`src/rtl/jt12_eg_timer.sv`:
```
// Envelope generator timebase: prescaled sample counter plus per-rate step/column decode.
// All outputs are registered; pulses last exactly one clk_en cycle.
module jt12_eg_timer #(
  parameter int unsigned CW  = 15,
  parameter int unsigned DIV = 3
) (
  input  logic          clk,
  input  logic          rst_n,
  input  logic          clk_en,
  input  logic          zero,
  input  logic          hold,
  input  logic          test,
  input  logic [5:0]    rate,
  output logic [CW-1:0] eg_cnt,
  output logic          eg_tick,
  output logic          eg_wrap,
  output logic          eg_step,
  output logic [2:0]    eg_sel
);

  localparam logic [3:0] PreLast = 4'(DIV - 1);

  logic [3:0]    pre_q, pre_d;
  logic [CW-1:0] cnt_q, cnt_d;
  logic          tick_q, tick_d;
  logic          wrap_q, wrap_d;
  logic          step_q, step_d;
  logic [2:0]    sel_q, sel_d;

  logic          q_evt;
  logic          pre_end;
  logic          adv;
  logic [CW-1:0] n;
  logic [3:0]    shift;
  logic [CW-1:0] mask;
  logic          step_n;
  logic [2:0]    sel_n;

  always_comb begin
    q_evt   = zero & clk_en & ~hold;
    pre_end = (pre_q == PreLast);
    adv     = q_evt & (test | pre_end);

    pre_d = pre_q;
    if (q_evt) begin
      pre_d = (test | pre_end) ? 4'd0 : pre_q + 4'd1;
    end

    n = cnt_q + CW'(1);

    // Rates 48..63 behave like shift 0: step on every advance.
    shift = (rate[5:2] <= 4'd11) ? 4'd11 - rate[5:2] : 4'd0;
    mask  = (CW'(1) << shift) - CW'(1);
    sel_n = 3'(n >> shift);
    if (rate[5:1] == 5'd0) begin
      step_n = 1'b0;
    end else begin
      step_n = ((n & mask) == '0);
    end

    cnt_d  = adv ? n : cnt_q;
    tick_d = adv;
    wrap_d = adv & (&cnt_q);
    step_d = adv & step_n;
    sel_d  = (adv & step_n) ? sel_n : sel_q;
  end

  always_ff @(posedge clk or negedge rst_n) begin
    if (!rst_n) begin
      pre_q  <= 4'd0;
      cnt_q  <= '0;
      tick_q <= 1'b0;
      wrap_q <= 1'b0;
      step_q <= 1'b0;
      sel_q  <= 3'd0;
    end else if (clk_en) begin
      pre_q  <= pre_d;
      cnt_q  <= cnt_d;
      tick_q <= tick_d;
      wrap_q <= wrap_d;
      step_q <= step_d;
      sel_q  <= sel_d;
    end
  end

  assign eg_cnt  = cnt_q;
  assign eg_tick = tick_q;
  assign eg_wrap = wrap_q;
  assign eg_step = step_q;
  assign eg_sel  = sel_q;

endmodule

```
`config.mk`:
```
export PLATFORM = sky130hd
export DESIGN_NAME = jt12_eg_timer
export DESIGN_NICKNAME = d
export VERILOG_FILES = /design/src/rtl/jt12_eg_timer.sv
export SDC_FILE = /design/constraint.sdc
export NUM_CORES = 1
export LEC_CHECK = 0
export ABC_AREA = 1
export CORE_ASPECT_RATIO = 1.25
export CORE_MARGIN = 5
export CORE_UTILIZATION = 54
export DETAILED_ROUTE_END_ITERATION = 6
export PLACE_DENSITY = 0.84
export SLEW_MARGIN = 10
export SYNTH_ARGS = -nofsm -noshare
export SYNTH_HDL_FRONTEND = slang
export SYNTH_SLANG_ARGS = --single-unit
```
`constraint.sdc`:
```
create_clock -name clk -period 1.85 [get_ports clk]
set_input_delay 0.185 -clock clk [delete_from_list [all_inputs] [get_ports clk]]
set_output_delay 0.185 -clock clk [all_outputs]
set_load 0.02 [all_outputs]
```
Word-level counts from Yosys, hierarchy flattened
Index checks and enable logic that the tools add are counted.
{ "word_totals": {"regBits": 25, "inputBits": 12, "word_cells": 31} }
{ "classes": {"n_addsub": 4, "order_cmp": 1, "n_eq_ne": 1, "n_shift": 2, "mux": 3, "n_bitwise": 8, "n_reduce_logical": 6} }
{ "op_table": {"columns": ["op", "count"], "rows": [
  ["$add 15x1->15 const B", 1],
  ["$and 15x15->15", 1],
  ["$logic_not 15->1", 1],
  ["$reduce_and 15->1", 1],
  ["$shl 1x4->15 const A", 1],
  ["$shr 15x4->3", 1],
  ["$sub 15x2->15 const B", 1],
  ["$mux 4", 2],
  ["$reduce_and 2->1", 3],
  ["$and 1x1->1", 5],
  ["$logic_not 5->1", 1],
  ["$add 4x1->4 const B", 1],
  ["$eq 4x2->1 const B", 1],
  ["$le 4x4->1 const B", 1],
  ["$sub 4x4->4 const A", 1],
  ["$mux 1", 1],
  ["$not 1->1", 1],
  ["$or 1x1->1", 1]
]} }

Longest topological paths before layout
Gate-level depths: netlist of run 1.
{ "logic_depth": {"depth_word": 9, "mapped_depth": 17} }

Least setup slack after synthesis of run 1
Ideal clock, no wire load.
{ "synth_timing": {"path_type": "flip-flop to flip-flop", "startpoint": "reg cnt_q[0] (netlist: eg_cnt[0])", "endpoint": "reg sel_q[2] (netlist: eg_sel[2])", "arrival_ns": 1.735, "required_ns": 1.734, "slack_ns": -0.002, "path_stages_with_launch": 15, "path_buffers": 0, "synth_period_minus_slack_ns": 1.852, "cell_sequence": "dfrtp_1 ha_1 nand2_2 nor2_4 nand2_1 nand2_1 nand2_1 nand2_2 nand3_2 nor2_2 nand2_1 nor2_2 nand2_2 nand2_1 nand2_1"} }
{ "synth_between": {"elab_chain_cells": 6} }
{ "synth_rtl": {"columns": ["item", "line", "text"], "rows": [
  ["start, declared", "24", "logic [CW-1:0] cnt_q, cnt_d;"],
  ["start signal, assigned", "78", "cnt_q <= cnt_d;"],
  ["$add 15x1->15 (*)", "49", "n = cnt_q + CW'(1);"],
  ["$and 15x15->15", "58", "step_n = ((n & mask) == '0);"],
  ["$logic_not 15->1", "58", null],
  ["$mux 1", "55", "if (rate[5:1] == 5'd0) begin"],
  ["$and 1x1->1", "65", "sel_d = (adv & step_n) ? sel_n : sel_q;"],
  ["$reduce_and 2->1 (no source line)", null, null],
  ["end signal, assigned", "82", "sel_q <= sel_d;"],
  ["end, declared", "28", "logic [2:0] sel_q, sel_d;"]
]} }
Mark *: on every way between the ends. The rest lies on a longest branch, timed or not.
A chain may end at the register's enable or synchronous reset.

Worst setup path after layout of run 1
{ "layout_timing": {"startpoint": "reg cnt_q[1] (netlist: eg_cnt[1])", "endpoint": "reg sel_q[2] (netlist: eg_sel[2])"} }
The elaborated chain is that of the path after synthesis.

==> results of run 1 <==
through the flow:
stage                     utilization  setup slack (ns)  power, W  cells
after floorplan                     -            0.0114   0.00191    315
after global placement          0.699            -0.263   0.00260    410
after detailed placement        0.699            -0.330   0.00264    410
after CTS                       0.716           0.00147   0.00300    414
after global routing            0.751           -0.0635   0.00342    418
final                           0.751            0.0273   0.00320    418
synthesized netlist by cell type (all sizes together):
master,n,share of area
a31oi,2,0.0061
o221ai,1,0.0043
buf,2,0.0061
nand2,106,0.21
o21bai,1,0.0055
o211ai,1,0.0037
nor2,43,0.11
nand3,47,0.13
nand4,5,0.015
o21ai,21,0.051
a32o,1,0.0049
xnor2,2,0.0085
a21oi,8,0.020
clkbuf,2,0.0037
inv,35,0.064
ha,4,0.024
a22oi,1,0.0037
nor3,2,0.0049
dfrtp,25,0.31
nand3b,3,0.011
o22ai,1,0.0031
xor2,2,0.0085
cells in the final DEF, fill, tap and decap left out, types with 2 or more instances in the layout:
cell type        instances
a21oi_1                  8
nor2_2                   7
buf_4                   32
inv_1                   30
nand4_1                  5
a31oi_1                  2
ha_1                     2
dfrtp_2                  4
o21ai_0                 19
nand2_1                 90
nor2_4                   9
nand3_4                  2
clkbuf_8                 3
clkdlybuf4s50_1         27
nand3b_1                 3
inv_2                    4
nor3_1                   2
nand2_4                  2
nor2_1                  27
dlymetal6s2s_1           3
nand3_1                 39
nand2_2                 14
dfrtp_1                 21
nand3_2                  6
flip-flops by register name (all words and copies together), names as in the netlist:
name,count
eg_step,1
eg_tick,1
eg_wrap,1
eg_cnt,15
pre_q,4
eg_sel,3
worst max path at each step:
| stage | endpoint | slack [ns] | cells past startpoint |
|---|---|---|---|
| 2_1_floorplan | eg_sel[2]$_DFFE_PN0P_ | 0.01 | 14 |
| 3_3_place_gp | eg_sel[2]$_DFFE_PN0P_ | -0.26 | 16 |
| 3_5_place_dp | eg_sel[0]$_DFFE_PN0P_ | -0.33 | 16 |
| 4_1_cts | eg_sel[0]$_DFFE_PN0P_ | 0.001 | 16 |
| 5_1_grt | eg_sel[0]$_DFFE_PN0P_ | -0.06 | 16 |
| 6_report | eg_sel[2]$_DFFE_PN0P_ | 0.03 | 14 |
metal layers:
metal | GRT usage | up-vias
met2 | 0.426 | 115
met5 | 0 | -
met4 | 0.127 | 0
li1 | - | 1155
met1 | 0.298 | 1078
met3 | 0.0283 | 29
power groups by stage:
stage	registers, W	clock network (W)	logic [W]
2_1_floorplan	0.00112	0	0.000791
3_3_place_gp	0.000934	0	0.00167
3_5_place_dp	0.000944	0	0.00169
4_1_cts	0.000938	0.000347	0.00172
5_1_grt	0.00100	0.000374	0.00205
6_report	0.000974	0.000348	0.00188
timing repair:
action / 4_1_cts / 5_1_grt
buffers inserted: 0 / 4
gates resized for setup: 5 / 28
pin swaps: 2 / 8
endpoints found under the setup margin: 3 / 4
hold buffers: 0 / 0
endpoints found under the hold margin: 0 / 0
worst register-to-register path, cell delays in order (launching register included):
cell     delay, ns
dfrtp_1       0.42
ha_4          0.19
nand2_2       0.07
nor2_4        0.18
nand2_1       0.10
nand2_1       0.09
nand2_2       0.08
nand2_2       0.06
nand3_2       0.09
nor2_4        0.11
nand2_2       0.07
nor2_2        0.08
nand2_2       0.08
nand2_1       0.06
nand2_1       0.05
cell type report:
cell class / instances / area, sq um / area share
inverter: 35 / 134 / 0.0479
multi-input combinational: 251 / 1380 / 0.492
sequential: 25 / 631 / 0.226
clock buffer: 3 / 41.3 / 0.0148
tap: 40 / 50.0 / 0.0179
clock inverter: 1 / 7.51 / 0.00268
timing repair buffer: 63 / 557 / 0.199
cells by family (layout without fill, tap and decap cells):
group,after synthesis,count (layout),synth area share
and+or+nand+nor,206,206,0.477
buffers and inverters,39,102,0.0739
DFF,25,25,0.305
AOI/OAI and AO/OA,37,37,0.102
adders and majority gates,4,4,0.0244
xor gates and xnor gates,4,4,0.0171
==> impl_metrics.tcl, run 1 <==
set metrics [dict create \
    status "completed" \
    areaGrowthSynthToFinish_pct 36.4 \
    start_util 0.551 \
    r2r-end "eg_sel[2]$_DFFE_PN0P_" \
    detail_route.wirelength_mm 6.38 \
    seq_power_share 0.304 \
    clockPowerShare 0.109 \
    die_h_um 78.9 \
    cts_tree "built" \
    rsz0062_at_grt "yes" \
    core-area_sq_um 3720 \
    holdCritPathClass "input pin to async pin" \
    drt_first_pass_iters 6 \
    clk_latency_ns 0.28 \
    synth_fp_nets 331 \
    portBuffers 31 \
    crit_family "simple AND/OR/NAND/NOR gates" \
    cts-htree-levels 1 \
    fill_cells 293 \
    dp_hpwl_mm 4.68 \
    maxSlewHeadroom 0.734 \
    worst-setup-path-type "flop to flop" \
    swShare 0.473 \
    postRouteAntennaNets 0 \
    overflow 0 \
    switchingPower_w 0.00152 \
    crit-reg2reg-launch "eg_cnt[1]$_DFFE_PN0P_" \
    drv_cap 0 \
    cp-start-kind "flop" \
    placementRows 25 \
    dieArea_sq_um 5140 \
    met1_length_mm 2.45 \
    post-route-drc-count 0 \
    final_layout_size_suffix_gt1_frac 0.241 \
    antenna_found_initial 0 \
    crit_path_cell_trace "ha_4 -> nand2_2 -> nor2_4 -> nand2_1 -> nand2_1 -> nand2_2 -> nand2_2 -> nand3_2 -> nor2_4 -> nand2_2 -> nor2_2 -> nand2_2 -> nand2_1 -> nand2_1" \
    dr_wl_met3_um 434 \
    internal-power_w 0.00169 \
    vias 2377 \
    fin_worst_skew_ns 0.00154 \
    grt_start_max_net_pins 26 \
    clk_pin_slew_worst_paths_ns 0.10 \
    hold_viol_final 0 \
    cts-root-buf "clkbuf_8" \
    ir_worst_vdd_v 0.000667 \
    synth_cell_types 30 \
    reg2regPathDepth 14 \
    hold_ws_ns 0.257 \
    post-route-min-period_ns 1.82 \
    r2r_slack_ns 0.03 \
    critPathMaxStageDelay_ns 0.42 \
    crit_buf_inv 0 \
    post_dp_cell_area_sq_um 2600 \
    fin_nets 395 \
    tightest_slew_ns 0.399 \
    dr.max_layer_used "met4" \
    syn_avg_cell_area_sq_um 6.51 \
    timing.final.crit_share 0.985 \
    cts_buffers 3 \
    track_usage 0.246 \
    p_per_area_nw_per_um2 1150 \
    netlist_instances 315 \
    grt_pass1_vias 2275 \
    slowest_stage "dfrtp_1" \
    ys_ff_latch 25 \
    clock.fmax_mhz 549 \
    path_max_fanout 5 \
    io_pins 33 \
    grt_pass1_wl_mm 10.0 \
    gp_congestion 0.954 \
    final_max_slew_viol_count 0 \
    worstPathRequired_ns 2.03 \
    ys_seq_area_frac 0.305 \
    viasPerCell 5.69 \
    end_kind "flop" \
    finalSetupViolCount 0 \
    wl_met2_mm 3.19 \
    die_width_um 65.1 \
    cellLeakagePower_nw 1.32 \
    clock-sinks 25 \
    ys_warn_count 0 \
    antenna_cells 0 \
    pwr-share-comb 0.587 \
    synthesis.area_sq_um 2050 \
    critPathArrivalTime_ns 2.00 \
    fin_setup_tns_ns 0 \
    drt_iter0_markers 136 \
    crit_top_cell "nand2_2" \
    startpoint "eg_cnt[1]$_DFFE_PN0P_" \
    routedWlPerCell_um 15.3 \
    clockBufferDepth 2 \
    final_area_sq_um 2800 \
]
Note: power is estimated with default switching activity, not from simulation.
==> run 2: changes to the inputs <==
CORE_MARGIN = 2   (was 5)
PLACE_DENSITY = unset   (was 0.84)
PLACE_DENSITY_LB_ADDON = 0.15   (was unset)
TNS_END_PERCENT = 30   (was unset)
==> run 2 against run 1 <==
Compared with the run above: maximum frequency is 2.9% higher; highest routed layer unchanged; count of clock-buffer cells in the layout stayed put; worst hold slack better by 0.0048 ns; worst setup slack better by 0.051 ns; routed wire length is 5.7% lower.
==> impl_metrics.tcl, run 2 (same netlist as run 1, synthesis figures left out) <==
set metrics [dict create \
    postRouteAntennaNets 0 \
    cts-htree-levels 1 \
    drv_cap 0 \
    ir_worst_vdd_v 0.000775 \
    tightest_slew_ns 0.414 \
    clock-sinks 25 \
    placementRows 25 \
    place_inst 411 \
    clk_latency_ns 0.27 \
    finalCoreUtilization 0.752 \
    cts_tree "built" \
    gp_congestion 0.933 \
    final_cell_mix "91 x nand2_1, 39 x nand3_1, 35 x buf_4" \
    die_width_um 59.1 \
    cts-root-buf "clkbuf_8" \
    clockBufferDepth 2 \
    viasPerCell 5.49 \
    power_w 0.00314 \
    post-route-min-period_ns 1.77 \
    clock.fmax_mhz 565 \
    overflow 0 \
    final_max_slew_viol_count 0 \
    clk_pin_slew_worst_paths_ns 0.09 \
    post-route-drc-count 0 \
    mostFrequentLayoutCell "nand2_1" \
    antenna_cells 0 \
    final.setup.worst_slack_ns 0.0787 \
    worstPathRequired_ns 2.02 \
    timing.final.crit_share 0.957 \
    finalSetupViolCount 0 \
    start_util 0.551 \
    dp_hpwl_mm 4.60 \
    die_h_um 72.9 \
    fin_worst_skew_ns 0.00230 \
    final_layout_size_suffix_gt1_frac 0.247 \
    areaGrowthSynthToFinish_pct 36.6 \
    status "completed" \
    core-area_sq_um 3720 \
    detail_route.wirelength_mm 6.01 \
    track_usage 0.297 \
    critPathArrivalTime_ns 1.94 \
    worst-setup-path-type "flop to flop" \
    critPathMaxStageDelay_ns 0.40 \
    post_dp_cell_area_sq_um 2610 \
    portBuffers 31 \
    post-place-ws_ns -0.343 \
    slowest_stage "dfrtp_1" \
    maxSlewHeadroom 0.724 \
    cts_buffers 3 \
    drt_first_pass_iters 4 \
    crit_path_cell_trace "ha_4 -> nand3_4 -> nor2_4 -> nand3_1 -> xor2_1 -> nand2_2 -> nand2_2 -> nand2_1 -> nor2_2 -> nand2_2 -> nand2_1 -> nand2_1" \
    crit_buf_inv 0 \
    vias 2311 \
    crit_family "simple AND/OR/NAND/NOR gates" \
    largest_reg_flops 15 \
    dieArea_sq_um 4310 \
    io_pins 33 \
    holdCritPathClass "input pin to async pin" \
    fin_nets 398 \
    cp-start-kind "flop" \
    end_kind "flop" \
    stdcell_count 421 \
    rsz0062_at_grt "yes" \
    grt_start_max_net_pins 26 \
    postCtsHoldBufs 0 \
    routedWlPerCell_um 14.3 \
    p_per_area_nw_per_um2 1120 \
    cellLeakagePower_nw 1.31 \
    antenna_found_initial 0 \
    drt_iter0_markers 127 \
    path_max_fanout 4 \
    final_area_sq_um 2800 \
    grt_pass1_vias 2111 \
    hold_viol_final 0 \
    grt_pass1_wl_mm 9.78 \
]
[run 2: cell count changes in the layout (fill, tap and decap cells not counted), moves of 2 or more]
| cell | delta |
|---|---|
| dlygate4sd2_1 | +3 |
| dlymetal6s2s_1 | -3 |
| inv_2 | +2 |
| buf_4 | +3 |
| dfrtp_2 | +2 |
| dfrtp_1 | -2 |
[run 2: layout make-up]
type | count | area, sq um
Multi-Input combinational cell | 251 | 1370
Clock buffer | 3 | 41.3
Tap cell | 40 | 50.0
Clock inverter | 1 | 7.51
Fill cell | 305 | 923
Sequential cell | 25 | 633
Inverter | 35 | 131
Timing Repair Buffer | 66 | 568
[run 2: routing by layer]
| layer | global-route usage | part of all wire | up-vias | wire [um] |
|---|---|---|---|---|
| met5 | 0 | 0 | - | 0 |
| met4 | 0.0960 | 0.020 | 0 | 119 |
| met3 | 0.0319 | 0.053 | 10 | 319 |
| met2 | 0.520 | 0.51 | 91 | 3070 |
| met1 | 0.378 | 0.42 | 1049 | 2500 |
| li1 | - | - | 1161 | - |
[run 2: timing repair]
item                                    in CTS  in global routing
buffers inserted                             4                  2
endpoints found under the setup margin       4                  4
pin swaps                                    4                  6
resized for setup                           13                 20
[run 2: worst reg2reg max path, cell delays in order, from the launching register on]
cell	delay, ns
dfrtp_1	0.40
ha_4	0.18
nand3_4	0.12
nor2_4	0.14
nand3_1	0.10
xor2_1	0.20
nand2_2	0.10
nand2_2	0.09
nand2_1	0.06
nor2_2	0.09
nand2_2	0.08
nand2_1	0.06
nand2_1	0.05
[run 2: path summary, 6_finish.rpt]
path	from	end	slack (ns)	cells after the start
setup / recovery	eg_cnt[1]$_DFFE_PN0P_	eg_sel[1]$_DFFE_PN0P_	0.08	12
hold / removal	rst_n	eg_cnt[8]$_DFFE_PN0P_	0.26	2
setup reg to reg	eg_cnt[1]$_DFFE_PN0P_	eg_sel[1]$_DFFE_PN0P_	0.08	12
hold reg to reg	eg_sel[1]$_DFFE_PN0P_	eg_sel[1]$_DFFE_PN0P_	0.48	2
max in group asynchronous	rst_n	eg_cnt[0]$_DFFE_PN0P_	1.32	2
min in group clk	eg_sel[1]$_DFFE_PN0P_	eg_sel[1]$_DFFE_PN0P_	0.48	2
[run 2: where the power goes]
| part | switching (W) | leakage (nW) | total [W] | internal (W) |
|---|---|---|---|---|
| Combinational | 0.00103 | 0.974 | 0.00183 | 0.000800 |
| Sequential | 0.000237 | 0.316 | 0.000972 | 0.000735 |
| Clock | 0.000186 | 0.0217 | 0.000339 | 0.000153 |
| Total | 0.00145 | 1.31 | 0.00314 | 0.00169 |
[run 2: per-stage QoR]
stage	setup TNS (ns)	hold WS (ns)
final	0	0.262
after global routing	-0.139	0.319
after CTS	0	0.273
after detailed placement	-1.28	0.469
after global placement	-1.06	0.460
after floorplan	0	-0.111
==> run 3: changes to the inputs <==
CAP_MARGIN = 20   (was unset)
SLEW_MARGIN = unset   (was 10)
==> results of run 3 <==
Final layout, timing and power as in run 2 (identical DEF).
